<file path="src/rtl/pif_regdecode_pkg.sv">
// pif_regdecode_pkg: shared tag codes, register indices and FSM state type for the I2C register decoder
package pif_regdecode_pkg;
  localparam int I2C_DATA_BITS = 6;
  localparam logic [1:0] A_ADDR = 2'b00;
  localparam logic [1:0] D_ADDR = 2'b01;
  localparam int REG_ID = 0;
  localparam int REG_SCRATCH = 1;
  localparam int REG_LED = 2;
  typedef enum logic [1:0] {IDLE, ARMED, DROP} state_t;
  function automatic logic [3:0] sat_inc(input logic [3:0] c);
    return (c == 4'hF) ? c : c + 4'd1;
  endfunction
endpackage

</file>
<file path="src/rtl/pif_regdecode_if.sv">
// pif_regdecode_if: received-byte stream in, register contents and status out
interface pif_regdecode_if;
  import pif_regdecode_pkg::*;
  logic                     RX_VALID;
  logic [7:0]               RX_DATA;
  logic                     RX_STOP;
  logic [I2C_DATA_BITS-1:0] LED_CTRL;
  logic [I2C_DATA_BITS-1:0] SCRATCH;
  logic                     WR_STB;
  logic [7:0]               RD_DATA;
  logic [3:0]               ERR_CNT;
  modport master (output RX_VALID, RX_DATA, RX_STOP, input LED_CTRL, SCRATCH, WR_STB, RD_DATA, ERR_CNT);
  modport slave  (input RX_VALID, RX_DATA, RX_STOP, output LED_CTRL, SCRATCH, WR_STB, RD_DATA, ERR_CNT);
endinterface

</file>
<file path="src/rtl/pif_regdecode.sv">
// pif_regdecode: decodes tagged I2C write bytes into an address/data register file; REGDEC_AUTOINC_EN enables address auto-increment
module pif_regdecode
  import pif_regdecode_pkg::*;
#(
  parameter int                       NUM_REGS = 4,
  parameter logic [I2C_DATA_BITS-1:0] ID_VALUE = 6'h2A
) (
  input logic            CLK,
  input logic            RST,
  pif_regdecode_if.slave bus
);
  localparam int AW = $clog2(NUM_REGS);
  state_t                   state_q, state_d;
  logic [AW-1:0]            addr_q, addr_d;
  logic [I2C_DATA_BITS-1:0] regs_q [NUM_REGS];
  logic [I2C_DATA_BITS-1:0] regs_d [NUM_REGS];
  logic [3:0]               err_q, err_d;
  logic                     wr_stb_q, wr_stb_d;
  logic [1:0]               tag;
  logic [I2C_DATA_BITS-1:0] pay;
  logic                     in_range;
  assign tag = bus.RX_DATA[7:6];
  assign pay = bus.RX_DATA[I2C_DATA_BITS-1:0];
  assign in_range = {1'b0, pay} < 7'(NUM_REGS);
  // byte decode first, then STOP overrides the next state so a coincident byte is still processed
  always_comb begin
    state_d = state_q;
    addr_d = addr_q;
    regs_d = regs_q;
    err_d = err_q;
    wr_stb_d = 1'b0;
    if (bus.RX_VALID) begin
      if (tag == A_ADDR && in_range) begin
        addr_d = pay[AW-1:0];
        state_d = ARMED;
      end else if (tag == A_ADDR) begin
        err_d = sat_inc(err_q);
        state_d = DROP;
      end else if (tag == D_ADDR && state_q == ARMED) begin
        if (addr_q != '0) begin
          regs_d[addr_q] = pay;
          wr_stb_d = 1'b1;
`ifdef REGDEC_AUTOINC_EN
          addr_d = (addr_q == AW'(NUM_REGS - 1)) ? AW'(1) : addr_q + AW'(1);
`else
          addr_d = addr_q;
`endif
        end
      end else begin
        err_d = sat_inc(err_q);
      end
    end
    if (bus.RX_STOP) state_d = IDLE;
  end
  // state, address, register file and status registers
  always_ff @(posedge CLK) begin
    if (RST) begin
      state_q <= IDLE;
      addr_q <= '0;
      regs_q <= '{default: '0};
      err_q <= '0;
      wr_stb_q <= 1'b0;
    end else begin
      state_q <= state_d;
      addr_q <= addr_d;
      regs_q <= regs_d;
      err_q <= err_d;
      wr_stb_q <= wr_stb_d;
    end
  end
  assign bus.RD_DATA = {2'b01, (addr_q == '0) ? ID_VALUE : regs_q[addr_q]};
  assign bus.SCRATCH = regs_q[REG_SCRATCH];
  assign bus.WR_STB = wr_stb_q;
  assign bus.ERR_CNT = err_q;
  if (NUM_REGS > REG_LED) begin : g_led
    assign bus.LED_CTRL = regs_q[REG_LED];
  end else begin : g_noled
    assign bus.LED_CTRL = '0;
  end
endmodule

</file>
<file path="src/flat_wrapper.sv">
// flat-port wrapper written by rule: the top's interface ports become plain ports
module pif_regdecode_flat import pif_regdecode_pkg::*;
#(
  parameter int                       NUM_REGS = 4,
  parameter logic [I2C_DATA_BITS-1:0] ID_VALUE = 6'h2A
)
  (CLK, RST, bus_RX_VALID, bus_RX_DATA, bus_RX_STOP, bus_LED_CTRL, bus_SCRATCH, bus_WR_STB, bus_RD_DATA, bus_ERR_CNT);
  pif_regdecode_if bus_i ();
  input logic CLK;
  input logic RST;
  input wire logic [$bits(bus_i.RX_VALID)-1:0] bus_RX_VALID;
  input wire logic [$bits(bus_i.RX_DATA)-1:0] bus_RX_DATA;
  input wire logic [$bits(bus_i.RX_STOP)-1:0] bus_RX_STOP;
  output wire logic [$bits(bus_i.LED_CTRL)-1:0] bus_LED_CTRL;
  output wire logic [$bits(bus_i.SCRATCH)-1:0] bus_SCRATCH;
  output wire logic [$bits(bus_i.WR_STB)-1:0] bus_WR_STB;
  output wire logic [$bits(bus_i.RD_DATA)-1:0] bus_RD_DATA;
  output wire logic [$bits(bus_i.ERR_CNT)-1:0] bus_ERR_CNT;
  assign bus_i.RX_VALID = bus_RX_VALID;
  assign bus_i.RX_DATA = bus_RX_DATA;
  assign bus_i.RX_STOP = bus_RX_STOP;
  assign bus_LED_CTRL = bus_i.LED_CTRL;
  assign bus_SCRATCH = bus_i.SCRATCH;
  assign bus_WR_STB = bus_i.WR_STB;
  assign bus_RD_DATA = bus_i.RD_DATA;
  assign bus_ERR_CNT = bus_i.ERR_CNT;
  pif_regdecode #(.NUM_REGS(NUM_REGS), .ID_VALUE(ID_VALUE)) u_core (.CLK(CLK), .RST(RST), .bus(bus_i));
endmodule
</file>
<file path="config.mk">
export PLATFORM = sky130hd
export DESIGN_NAME = pif_regdecode_flat
export DESIGN_NICKNAME = d
export VERILOG_FILES = /design/src/rtl/pif_regdecode_pkg.sv /design/src/rtl/pif_regdecode_if.sv /design/src/rtl/pif_regdecode.sv /design/src/flat_wrapper.sv
export SDC_FILE = /design/constraint.sdc
export NUM_CORES = 1
export LEC_CHECK = 0
export CORE_UTILIZATION = 35
export DETAILED_ROUTE_END_ITERATION = 7
export SYNTH_ARGS = -nofsm -noshare
export SYNTH_HDL_FRONTEND = slang
export SYNTH_SLANG_ARGS = --single-unit
</file>
<file path="constraint.sdc">
create_clock -name CLK -period 2.1 [get_ports CLK]
set_input_delay 0.21 -clock CLK [delete_from_list [all_inputs] [get_ports CLK]]
set_output_delay 0.21 -clock CLK [all_outputs]
set_load 0.01 [all_outputs]
</file>
# After elaboration in Yosys (flattened, before gate mapping)
# Index checks and enable logic that the tools add are counted.
word_totals:
  ff_bits: 33
  in_bits: 12
  out_inout_bits: 25
  word_cells: 47
op_classes:
  n_addsub: 1
  order_cmp: 3
  n_eq_ne: 4
  muxes: 13
  bitwise_logic: 5
  reduce_logical: 13
ops:
  columns: ["op", "count"]
  rows:
  - ["bitwise mux 24 bit", 1]
  - ["2-to-1 mux 6 bit", 4]
  - ["binary-select mux 6 bit (select 2 bit)", 1]
  - ["demux 6 bit (select 2 bit)", 1]
  - ["2-to-1 mux 4 bit", 3]
  - ["< comparator 6 x 3 -> 1 bit, second input constant", 1]
  - ["AND reduction 5 bit", 1]
  - ["OR reduction 5 bit", 1]
  - ["adder 4 x 1 -> 4 bit, second input constant", 1]
  - ["equality test 2 x 1 -> 1 bit, second input constant", 2]
  - ["equality test 4 bit, second input constant", 1]
  - ["logical NOT 2 bit", 2]
  - ["2-to-1 mux 2 bit", 2]
  - ["inverter 1 bit", 4]
  - ["AND reduction 2 bit", 2]
  - ["nonzero test 2 bit", 2]
  - ["greater-or-equal comparator 3 bit, second input constant", 1]
  - ["logical AND 1 bit", 3]
  - ["< comparator 3 x 1 -> 1 bit, second input constant", 1]
  - ["inverter 2 -> 3 bit", 1]
  - ["AND reduction 3 bit", 1]
  - ["inequality test 2 x 1 -> 1 bit, second input constant", 1]
  - ["OR reduction 2 bit", 1]
  - ["2-to-1 mux 1 bit", 1]

# Logic depth before layout (Yosys ltp)
logic_depth:
  depth_word: 6
  depth_mapped: 5
  mapped_depth_nobuf: 5

# Worst setup path before layout
# Ideal clock, no wire load.
synth_timing:
  path_kind: "input port to flip-flop"
  startpoint: "input port bus_RX_DATA[3]"
  endpoint: "register u_core.addr_q[0]"
  setup_ns: 0.132
  arrival_ns: 1.417
  required_ns: 1.968
  setup_slack_ns: 0.551
  stages: 4
  path_buffers: 0
  cell_sequence: "or4_4 > or4b_4 > nand2_1 > a21oi_1"
synth_via:
  elab_chain_len: 3
synth_rtl:
  columns: ["item", "line", "rtl"]
  rows:
  - ["from (decl)", "flat_wrapper.sv:12", "input wire logic [$bits(bus_i.RX_DATA)-1:0] bus_RX_DATA;"]
  - ["< comparator 6 x 3 -> 1 bit", "pif_regdecode.sv:24", "assign in_range = {1'b0, pay} < 7'(NUM_REGS);"]
  - ["logical AND 1 bit", "pif_regdecode.sv:33", "if (tag == A_ADDR && in_range) begin"]
  - ["AND reduction 2 bit (no source line)", null, null]
  - ["to (signal assigned)", "pif_regdecode.sv:65", "addr_q <= addr_d;"]
  - ["to (decl)", "pif_regdecode.sv:14", "logic [AW-1:0] addr_q, addr_d;"]
# No other way between the ends.
# A chain may end at the register's enable or synchronous reset.

# Worst setup path after layout
layout_timing:
  startpoint: "register u_core.addr_q[1]"
  endpoint: "output port bus_RD_DATA[3]"
layout_via:
  elab_chain_len: 5
  word_cells_on_any_way: 6
  cone_classes: "mux (4); bitwise (1); reduce/logical (1)"
layout_rtl:
  columns: ["item", "line", "rtl"]
  rows:
  - ["inverter 2 -> 3 bit (implied by the code)", "pif_regdecode.sv:71", "assign bus.RD_DATA = {2'b01, (addr_q == '0) ? ID_VALUE : regs_q[addr_q]};"]
  - ["binary-select mux 6 bit (select 2 bit)", "pif_regdecode.sv:71", null]
  - ["2-to-1 mux 6 bit (implied by the code) (2 in a row)", "pif_regdecode.sv:71", null]
  - ["2-to-1 mux 6 bit *", "pif_regdecode.sv:71", null]
  - ["to (decl)", "flat_wrapper.sv:17", "output wire logic [$bits(bus_i.RD_DATA)-1:0] bus_RD_DATA;"]
# Mark *: on every way between the ends. The rest lies on a longest branch, timed or not. The select of a mux whose other input is x is not followed.

==> summary.txt <==
=======================================================================================
Synthesis warning total ..................................................            0
Clock tree from TritonCTS ................................................         done
Count of buffer and inverter cells on the critical path ..................            2
Clk root buf .............................................................     clkbuf_8
Type of origin of the critical path ......................................    flip-flop
Worst Path Max Fanout ....................................................           10
Initial standard-cell utilization of the core ............................        36.9%
Cell Area, Synth ......................................................... 0.00137 mm^2
Global-route congestion overflow total ...................................            0
Clock insertion delay at the later pin of the skew report ................      0.27 ns
Number of hold-slack violations in the final timing report ...............            0
Level count of the clock H-tree ..........................................            1
Buffers on Ports .........................................................           34
Ratio of total power to cell area ........................................  506 mW/mm^2
Worst R2R Start .......................................................... u_core.bus.ERR_CNT[0]$_SDFFE_PP0P_
Post-synthesis average cell area .........................................    9.07 um^2
Reg-to-reg endpoint ...................................................... u_core.bus.ERR_CNT[3]$_SDFFE_PP0P_
Min Clock Period, post-route .............................................      1.94 ns
IR Drop Worst-Case VDD ...................................................       221 uV
DRC ......................................................................            0
Finished Layout Cells ....................................................          227
Setup repair after global routing missed its margin ......................           no
Post-DP HPWL .............................................................      2.22 mm
Routed vias/inst .........................................................         4.80
Distinct cells, synth ....................................................           31
Cell-by-cell listing of the critical path ................................ buf_4, nor2_1, a22oi_1, clkdlybuf4s50_1
Antenna cells ............................................................            0
Leading cell type in the layout, fill and taps excluded .................. clkdlybuf4s50_1
Largest net degree at the start of global routing ........................           17
Layout cells sized above 1 ...............................................        15.6%
Sequential element share of the synthesized area .........................        39.5%
Iteration count of the initial detailed-routing pass .....................            4
Number of enable flip-flop cells after synthesis .........................            0
Overall global routing resource usage ....................................        15.7%
Hold WC Path Type ........................................................ flip-flop to flip-flop
Synth async-reset ratio ..................................................           0%
Type of the worst setup path ............................................. flip-flop to output port
Via total after detailed routing .........................................         1089
Final core utilization ...................................................        47.5%
Number of instances in the synthesized netlist ...........................          151
Worst setup startpoint ................................................... u_core.addr_q[1]$_SDFFE_PP0P_
I/O pin count ............................................................           37
Area growth from synthesis to final layout ...............................        28.9%
First-pass GRT wire length ...............................................      5.11 mm
R2R depth ................................................................            5
Most frequent cells in the layout ........................................ clkdlybuf4s50_1 (34), nor2_1 (26), dfxtp_1 (26), mux2i_1 (22), buf_4 (14)
Detail Route Antenna Nets ................................................            0
Total number of clock tree sinks .........................................           27
Initial antenna violation count ..........................................            0
Worst Path Required ......................................................      1.89 ns
Fraction of post-synthesis cell area in the top cell type by area ........        39.5%
Yosys top cell by area ...................................................      dfxtp_1
Total area of multi-input combinational cells ............................     668 um^2
Status ................................................................... finished clean
Maximum root-to-sink buffer count ........................................            2
Stage delay of the slowest cell on the critical path .....................      0.56 ns
Relative slew slack ......................................................        63.1%
Data arrival time at the worst-slack endpoint ............................      1.73 ns
Max-slew violations ......................................................            0
Number of buffers added by the clock tree synthesis step .................            3
Via count of the first global-routing pass ...............................         1100
Worst clock skew on the final layout .....................................   0.00167 ns
Cell types with the largest area share after synthesis ................... dfxtp_1 (39%), mux2i_1 (16%), buf_4 (7.7%)
Net Count, Synth .........................................................          164
Number of failing setup endpoints in the final timing report .............            0
Final design instance area without fill .................................. 0.00177 mm^2
Critical path destination ................................................ bus_RD_DATA[3]
Number of standard-cell rows in the floorplan ............................           22
Number of synthesized register bits ......................................           27
Die Span X ...............................................................      64.6 um
Final Total Pwr ..........................................................     0.893 mW
Path length in cells of the critical path ................................            4
Cell Count Post-Placement ................................................          223
Clock-pin slew on the worst setup and hold paths .........................      0.09 ns
Setup_tns ................................................................         0 ns
Endpoint kind of the worst setup timing path .............................  output port
Kind of cell adding the most delay to the critical path .................. buffers and inverters
Routed WL ................................................................      2.99 mm
Leak .....................................................................     0.756 nW
Measured slew at the worst slew-check pin ................................     0.551 ns
R2R setup slack ..........................................................      0.63 ns
DIE AREA ................................................................. 0.00417 mm^2
Standard cell area after detailed placement .............................. 0.00172 mm^2
# Max-Cap Violations .....................................................            0
Std-Cell Core Area ....................................................... 0.00372 mm^2
Routed length per placed instance ........................................      13.2 um
Die height ...............................................................      64.6 um
Number of violations reported at the end of detailed-routing iteration 0 .           30
Fill cell count ..........................................................          370
Peak clock frequency supported by timing .................................      515 MHz
Crit-path slowest cell ................................................... clkdlybuf4s50_1
FF/Latch Area ............................................................     542 um^2
Gp weighted congestion ...................................................        0.734
Hold path cells ..........................................................            2
Final net count ..........................................................          193
Most used DFF post-synth .................................................      dfxtp_1
Final critical-path share of the clock period ............................        92.5%
=======================================================================================
## power by group
part | internal, mW | switching, mW
Sequential | 0.516 | 0.00527
Combinational | 0.0443 | 0.0386
Clock | 0.133 | 0.156
## per-layer routing
metal | track usage, % | share of wire (%) | vias to the layer above | routed length, um
met1 | 20.0 | 46 | 510 | 1390
met5 | 0 | 0 | - | 0
met3 | 2.11 | 3.3 | 2 | 99
met4 | 6.67 | 0.90 | 0 | 27
met2 | 26.3 | 49 | 24 | 1480
li1 | - | - | 553 | -
## layout make-up
class / count / area share, %
Sequential cell: 27 / 30.7
Clock inverter: 1 / 0.283
Multi-Input combinational cell: 99 / 37.8
Tap cell: 48 / 3.40
Inverter: 1 / 0.213
Timing Repair Buffer: 48 / 25.2
Clock buffer: 3 / 2.34
## flip-flops by register name, summed over array words and instances, names as in the netlist
signal / flops
u_core.bus.ERR_CNT: 4
u_core.state_q: 2
u_core.bus.LED_CTRL: 6
u_core.addr_q: 2
u_core.bus.WR_STB: 1
u_core.bus.SCRATCH: 6
u_core.regs_q: 6
## kinds of logic after synthesis
group,share of synthesized area [%]
fa+ha+maj,0.913
flops,39.5
compound gates,6.30
simple gates,20.8
other cells,0.548
mux,20.2
buf+inv,11.8
## worst min-delay path by stage
stage | from | to | slack (ns)
6_report | u_core.state_q[0]$_SDFFE_PP0P_ | u_core.state_q[0]$_SDFFE_PP0P_ | 0.48
5_1_grt | u_core.state_q[0]$_SDFFE_PP0P_ | u_core.state_q[0]$_SDFFE_PP0P_ | 0.50
4_1_cts | u_core.state_q[0]$_SDFFE_PP0P_ | u_core.state_q[0]$_SDFFE_PP0P_ | 0.49
3_5_place_dp | u_core.state_q[0]$_SDFFE_PP0P_ | u_core.state_q[0]$_SDFFE_PP0P_ | 0.47
3_3_place_gp | u_core.regs_q[4]$_SDFFE_PP0P_ | u_core.regs_q[4]$_SDFFE_PP0P_ | 0.47
2_1_floorplan | bus_RX_STOP | u_core.state_q[0]$_SDFFE_PP0P_ | 0.27
## cell usage after synthesis, types with 2 or more instances
cell type and n:
dfxtp_1 27, nor2_1 26, mux2i_1 22, buf_4 14, nand2_1 11, clkbuf_1 7
mux2_2 5, a21oi_1 4, nand3_1 4, a22oi_1 3, o21ai_0 3, buf_6 2
conb_1 2, nand2b_1 2, nand4b_1 2, nor2b_1 2
## tightest hold or removal path, delay by kind of cell (launching register included)
family	cells	cell delay, ns
flops	1	0.32
simple gates	1	0.06
compound gates	1	0.06
## per-stage QoR
step                hold WS, ns  worst slack [ns]
global placement          0.470            0.0443
CTS                       0.485            0.0741
detailed placement        0.471            0.0328
finish                    0.484             0.158
floorplan                 0.275             0.551
global route              0.502            0.0455
## timing repair
| action | in CTS | in global routing |
|---|---|---|
| setup buffers | 0 | 0 |
| hold buffers | 0 | 0 |
| resized for setup | 0 | 1 |
| endpoints found under the setup margin | 0 | 2 |
Note: power is estimated with default switching activity, not from simulation.
